### config.mk
export PLATFORM = sky130hd
export DESIGN_NAME = mul8_seq_ctrl_flat
export DESIGN_NICKNAME = d
export VERILOG_FILES = /design/src/rtl/mul8_seq_ctrl_if.sv /design/src/rtl/mul8_seq_ctrl.sv /design/src/flat_wrapper.sv
export SDC_FILE = /design/constraint.sdc
export NUM_CORES = 1
export LEC_CHECK = 0
export ABC_AREA = 1
export CELL_PAD_IN_SITES_DETAIL_PLACEMENT = 0
export CELL_PAD_IN_SITES_GLOBAL_PLACEMENT = 2
export CORE_ASPECT_RATIO = 1.5
export CORE_MARGIN = 1
export CORE_UTILIZATION = 30
export CTS_BUF_LIST = sky130_fd_sc_hd__clkbuf_4 sky130_fd_sc_hd__clkbuf_8
export CTS_CLUSTER_DIAMETER = 60
export DETAILED_ROUTE_END_ITERATION = 10
export GPL_TIMING_DRIVEN = 0
export PLACE_DENSITY_LB_ADDON = 0.08
export SLEW_MARGIN = 20
export SYNTH_ARGS = -nofsm -noshare
export SYNTH_HDL_FRONTEND = slang
export SYNTH_HIERARCHICAL = 1
export SYNTH_SLANG_ARGS = --single-unit
### constraint.sdc
create_clock -name clk -period 5.24 [get_ports clk]
set_clock_uncertainty 0.15 [all_clocks]
set_input_delay 0.786 -clock clk [delete_from_list [all_inputs] [get_ports clk]]
set_output_delay 0.786 -clock clk [all_outputs]
set_load 0.01 [all_outputs]
### src/rtl/mul8_seq_ctrl_if.sv
// Operand/result handshake bundle for the sequential 8x8 multiplier.
// The requester drives the operand side and consumes the result side.
interface mul8_seq_ctrl_if;
  logic        in_valid;
  logic        in_ready;
  logic [7:0]  a;
  logic [7:0]  b;
  logic        out_valid;
  logic        out_ready;
  logic [15:0] p;
  logic        busy;

  modport master (
    output in_valid, a, b, out_ready,
    input  in_ready, out_valid, p, busy
  );

  modport slave (
    input  in_valid, a, b, out_ready,
    output in_ready, out_valid, p, busy
  );
endinterface

### src/rtl/mul8_seq_ctrl.sv
// Unsigned 8x8 -> 16-bit multiplier built by time-sharing one combinational
// 4x4 array multiplier over four nibble passes with shift-and-accumulate.
// Optional register stage (PIPE_MUL=1) after the 4x4 product.

// Combinational 4x4 array multiplier: sum of AND-gated, shifted rows.
module multiplier4bit (
  input  logic [3:0] i_a,
  input  logic [3:0] i_b,
  output logic [7:0] o_p
);
  // Accumulate one partial-product row per multiplier bit.
  always_comb begin
    // NOTE: always_comb uses blocking '=' so each row sees the running sum;
    // assigning o_p first also guarantees no latch is inferred.
    o_p = '0;
    for (int i = 0; i < 4; i++) begin
      o_p = o_p + ({4'b0000, (i_a & {4{i_b[i]}})} << i);
    end
  end
endmodule

module mul8_seq_ctrl #(
  parameter int PIPE_MUL = 0
) (
  input  logic            clk,
  input  logic            rst,
  mul8_seq_ctrl_if.slave  bus
);

  localparam bit PIPE = (PIPE_MUL != 0);

  typedef enum logic [1:0] {
    IDLE = 2'd0,
    CALC = 2'd1,
    WAIT = 2'd2,
    DONE = 2'd3
  } state_t;

  state_t      r_state;
  logic [1:0]  r_step;
  logic [7:0]  r_a;
  logic [7:0]  r_b;
  logic [15:0] r_acc;
  logic [15:0] r_p;
  logic [7:0]  r_partial;
  logic        r_out_valid;
  logic        r_in_ready;
  logic        r_busy;

  logic [3:0]  w_a_nib;
  logic [3:0]  w_b_nib;
  logic [7:0]  w_prod;
  logic [7:0]  w_pass;
  logic [15:0] w_addend;
  logic [15:0] w_sum;
  logic        w_last;

  // Step bit 0 picks the multiplicand nibble, step bit 1 the multiplier
  // nibble, giving the pass order lo*lo, hi*lo, lo*hi, hi*hi.
  assign w_a_nib = r_step[0] ? r_a[7:4] : r_a[3:0];
  assign w_b_nib = r_step[1] ? r_b[7:4] : r_b[3:0];

  multiplier4bit u_mul4 (
    .i_a (w_a_nib),
    .i_b (w_b_nib),
    .o_p (w_prod)
  );

  // With the pipeline stage the add consumes the registered partial, which
  // was produced with the same r_step still in place.
  assign w_pass = PIPE ? r_partial : w_prod;
  assign w_last = (r_step == 2'd3);
  assign w_sum  = r_acc + w_addend;

  // Align the zero-extended partial product to its nibble weight.
  always_comb begin
    w_addend = 16'h0000;
    case (r_step)
      2'd0:    w_addend = {8'h00, w_pass};
      2'd1,
      2'd2:    w_addend = {4'h0, w_pass, 4'h0};
      default: w_addend = {w_pass, 8'h00};
    endcase
  end

  // Control FSM with step counter, operand latches, accumulator and
  // registered handshake outputs.
  always_ff @(posedge clk) begin
    // NOTE: sequential state uses non-blocking '<=' so every register
    // samples pre-edge values regardless of statement order.
    if (rst) begin
      r_state     <= IDLE;
      r_step      <= 2'd0;
      r_a         <= 8'h00;
      r_b         <= 8'h00;
      r_acc       <= 16'h0000;
      r_p         <= 16'h0000;
      r_partial   <= 8'h00;
      r_out_valid <= 1'b0;
      r_in_ready  <= 1'b1;
      r_busy      <= 1'b0;
    end else begin
      case (r_state)
        IDLE: begin
          if (bus.in_valid && r_in_ready) begin
            r_a        <= bus.a;
            r_b        <= bus.b;
            r_acc      <= 16'h0000;
            r_step     <= 2'd0;
            r_in_ready <= 1'b0;
            r_busy     <= 1'b1;
            r_state    <= CALC;
          end
        end

        CALC, WAIT: begin
          if (PIPE && (r_state == CALC)) begin
            r_partial <= w_prod;
            r_state   <= WAIT;
          end else if (w_last) begin
            r_acc       <= w_sum;
            r_p         <= w_sum;
            r_out_valid <= 1'b1;
            r_state     <= DONE;
          end else begin
            r_acc   <= w_sum;
            r_step  <= r_step + 2'd1;
            r_state <= CALC;
          end
        end

        DONE: begin
          if (bus.out_ready) begin
            r_out_valid <= 1'b0;
            r_busy      <= 1'b0;
            r_in_ready  <= 1'b1;
            r_state     <= IDLE;
          end
        end

        default: r_state <= IDLE;
      endcase
    end
  end

  assign bus.in_ready  = r_in_ready;
  assign bus.out_valid = r_out_valid;
  assign bus.p         = r_p;
  assign bus.busy      = r_busy;

endmodule

### src/flat_wrapper.sv
// flat-port wrapper written by rule: the top's interface ports become plain ports
module mul8_seq_ctrl_flat 
#(
  parameter int PIPE_MUL = 0
)
  (clk, rst, bus_in_valid, bus_a, bus_b, bus_out_ready, bus_in_ready, bus_out_valid, bus_p, bus_busy);
  mul8_seq_ctrl_if bus_i ();
  input  logic clk;
  input  logic rst;
  input wire logic [$bits(bus_i.in_valid)-1:0] bus_in_valid;
  input wire logic [$bits(bus_i.a)-1:0] bus_a;
  input wire logic [$bits(bus_i.b)-1:0] bus_b;
  input wire logic [$bits(bus_i.out_ready)-1:0] bus_out_ready;
  output wire logic [$bits(bus_i.in_ready)-1:0] bus_in_ready;
  output wire logic [$bits(bus_i.out_valid)-1:0] bus_out_valid;
  output wire logic [$bits(bus_i.p)-1:0] bus_p;
  output wire logic [$bits(bus_i.busy)-1:0] bus_busy;
  assign bus_i.in_valid = bus_in_valid;
  assign bus_i.a = bus_a;
  assign bus_i.b = bus_b;
  assign bus_i.out_ready = bus_out_ready;
  assign bus_in_ready = bus_i.in_ready;
  assign bus_out_valid = bus_i.out_valid;
  assign bus_p = bus_i.p;
  assign bus_busy = bus_i.busy;
  mul8_seq_ctrl #(.PIPE_MUL(PIPE_MUL)) u_core (.clk(clk), .rst(rst), .bus(bus_i));
endmodule
==> flow_summary.yaml <==
logic_synthesis:
  syn_area_per_cell_um2: 6.51
  netlist_area_um2: 3710
  ys_types: 31
  ys_seq_elements: 55
  synth-warning-count: 6
  syn-num-nets: 625
  ys_seq_area_share_pct: 29.7
  synthCells: 570
route:
  drt-total-wl_mm: 10.4
  drt-initial-drc-count: 79
  via_per_inst: 4.52
  wl_per_cell_um: 13.5
  vias: 3478
  drtPass1Iterations: 4
  ant_nets: 0
  drc_errors: 0
clock_network:
  cts_buffers: 5
  cts_buffer_depth: 2
  cts_sinks: 55
  h-tree-depth: 2
  clkTransAtPathRegs_ns: 0.12
  cts_tree: "built"
  root_buffer: "clkbuf_8"
  postCtsHoldBufs: 0
  post-cts-setup-buffers: 0
  clk_latency_ns: 0.33
timing:
  relSlewSlack_pct: 54.3
  hold_viol: 0
  setup_viol: 0
  fmax_mhz: 207
  fin_crit_sh_pct: 92.1
  worst_pin_slew_ns: 0.686
  rsz0062_at_grt: "no"
  min_period_ns: 4.83
  setup-tns-final_ns: 0
  finalMaxSlewViolations: 0
finish:
  nets: 670
  regArea_um2: 1100
  num_antenna_cells: 0
  fill_cells: 1387
  areaGrowthSynthToFinish_pct: 18.8
  final_layout_size_suffix_gt1_share_pct: 7.47
  multiInputGateArea_um2: 2150
  stdcell_count: 769
die:
  die-area_um2: 12800
  initial_core_util_pct: 30.9
  die_h_um: 138
  coreArea_um2: 12000
  die_width_um: 92.8
  io_pins: 39
  fp-row-count: 49
place:
  hpwl_mm: 8.55
  gp_congestion: 0.780
  portBuffers: 38
  dp_cells: 761
setup_path:
  cp.arrival_ns: 4.91
  critPathTopFamily: "adder cells"
  worstSetupEndpointType: "flop"
  path_buf_inv: 7
  required_ns: 5.32
  startpoint_type: "flop"
  cpPeakStageDelay_ns: 0.43
  crit_path_max_fanout: 9
  crit_type: "flop to flop"
  critPathSlowestCell: "fa_1"
pwr:
  worst_ir_drop_vdd_mv: 0.147
  p_comb_share_pct: 34.0
  p_leak_nw: 2.24
  switching_share_pct: 38.2
  p_per_area_nw_per_um2: 259
  internal-power_w: 0.000705
  seqPwrFrac_pct: 42.1
  p_sw_w: 0.000436
  clkPwrFrac_pct: 23.9
  power_w: 0.00114
global_route:
  grt_pass1_vias: 3441
  grt_max_degree: 19
  antenna_found_initial: 0
  grt_pass1_wl_mm: 17.0
  gr-total-overflow: 0
  grt_usage_pct: 17.1
status:
  status: "finished, final reports clean"
job:
  maxCapViolations: 0
min_path:
  min_path_type: "flop to flop"
-- Yosys cell counts --
master | number | area share, %
nor2_2 | 2 | 0.34
clkbuf_1 | 10 | 1.0
nor2_1 | 44 | 4.5
buf_4 | 2 | 0.40
or2_4 | 1 | 0.24
a211oi_1 | 2 | 0.40
o22ai_1 | 8 | 1.3
xor2_1 | 7 | 1.7
or2_2 | 1 | 0.17
nand2_4 | 1 | 0.30
xnor2_1 | 3 | 0.71
nand3_1 | 19 | 2.6
inv_2 | 7 | 0.71
a21oi_2 | 2 | 0.47
nor3_1 | 1 | 0.13
a21oi_1 | 48 | 6.5
or2_1 | 2 | 0.34
a21o_1 | 2 | 0.40
dfxtp_1 | 55 | 30
buf_1 | 1 | 0.10
a311oi_1 | 1 | 0.24
nand2_1 | 154 | 16
o21ai_0 | 41 | 5.5
ha_1 | 29 | 9.8
inv_1 | 105 | 11
nand2_2 | 8 | 1.3
nor3_2 | 2 | 0.54
nand3_2 | 3 | 0.81
nand4_1 | 1 | 0.17
fa_1 | 6 | 3.2
buf_2 | 2 | 0.27
-- flip-flops by register name, summed over array words and instances, names as in the netlist --
register,cells
u_core/bus.busy,1
u_core/bus.out_valid,1
u_core/bus.p,16
u_core/r_a,8
u_core/r_state,2
u_core/r_acc,16
u_core/r_step,2
u_core/r_b,8
u_core/bus.in_ready,1
-- stage by stage --
step                      util, %  hold WS (ns)  setup WS, ns  instance area, um^2
after global routing         36.7         0.316       0.00225                 4410
after CTS                    36.5         0.304        0.0282                 4380
final                        36.7         0.303         0.413                 4410
after global placement       35.6         0.285       -0.0173                 4280
after detailed placement     35.6         0.287       -0.0441                 4280
after floorplan                 -         0.274         0.881                 3710
-- what timing repair did --
item	in CTS	in global routing
hold endpoints to repair	0	0
pin swaps	0	0
endpoints found under the setup margin	12	20
resized for setup	3	13
-- worst register-to-register path, stage by stage (launching register included) --
cell      delay [ns]
dfxtp_1         0.35
clkbuf_2        0.21
o21ai_1         0.18
nand2_1         0.09
inv_1           0.04
ha_1            0.21
fa_1            0.40
xnor2_1         0.21
fa_1            0.43
inv_1           0.07
ha_1            0.17
inv_1           0.06
fa_1            0.43
xnor2_2         0.17
inv_1           0.11
o22ai_2         0.23
ha_1            0.32
nand2_2         0.11
inv_2           0.04
a21oi_1         0.16
nand2_2         0.10
nand2_1         0.09
nand3_1         0.12
nand2_1         0.11
nand2_1         0.06
nand2_1         0.06
inv_1           0.04
-- path summary, 6_finish.rpt --
path | from | endpoint | cells after the start | slack, ns
min | u_core/r_b[7] | u_core/r_b[7] | 2 | 0.30
min reg2reg | u_core/r_b[7] | u_core/r_b[7] | 2 | 0.30
max | u_core/r_step[1] | u_core/bus.p[11] | 26 | 0.41
max reg2reg | u_core/r_step[1] | u_core/bus.p[11] | 26 | 0.41
-- layer usage --
| metal | part of all wire (%) | track usage [%] | up-vias |
|---|---|---|---|
| li1 | - | - | 1857 |
| met1 | 41 | 19.0 | 1560 |
| met2 | 55 | 33.1 | 51 |
| met3 | 2.6 | 2.20 | 10 |
| met4 | 1.4 | 4.45 | 0 |
| met5 | 0 | 0 | - |
-- power groups by stage --
| stage | sequential, W | clock, W | combinational, W |
|---|---|---|---|
| floorplan | 0.000490 | 0 | 0.000251 |
| global placement | 0.000489 | 0 | 0.000384 |
| detailed placement | 0.000490 | 0 | 0.000386 |
| CTS | 0.000481 | 0.000288 | 0.000388 |
| global route | 0.000485 | 0.000302 | 0.000436 |
| finish | 0.000480 | 0.000273 | 0.000388 |
-- placed cells by master (no fill, tap or decap), drive strengths merged --
cell type,n
a311oi,1
xor2,7
inv,114
nand3,22
a21o,2
xnor2,3
or2,4
nor2,46
clkbuf,15
clkdlybuf4s50,38
ha,29
nand4,1
dfxtp,55
o22ai,8
buf,6
a211oi,2
nor3,3
fa,6
o21ai,41
nand2,163
a21oi,50
-- cell families (layout without fill, tap and decap cells) --
| family | count (synthesis) | after routing | synth area share [%] |
|---|---|---|---|
| compound gates | 104 | 104 | 14.9 |
| buf+inv | 127 | 173 | 13.1 |
| flops | 55 | 55 | 29.7 |
| fa+ha+maj | 35 | 35 | 13.0 |
| xor+xnor | 10 | 10 | 2.36 |
| simple gates | 239 | 239 | 27.0 |
-- layout make-up --
| class | instances | area share [%] |
|---|---|---|
| Inverter | 112 | 9.53 |
| Clock inverter | 2 | 0.397 |
| Timing Repair Buffer | 38 | 8.62 |
| Multi-Input combinational cell | 388 | 48.7 |
| Tap cell | 153 | 4.34 |
| Sequential cell | 55 | 25.0 |
| Clock buffer | 6 | 1.87 |
| Buffer | 15 | 1.56 |
Note: power is estimated with default switching activity, not from simulation.
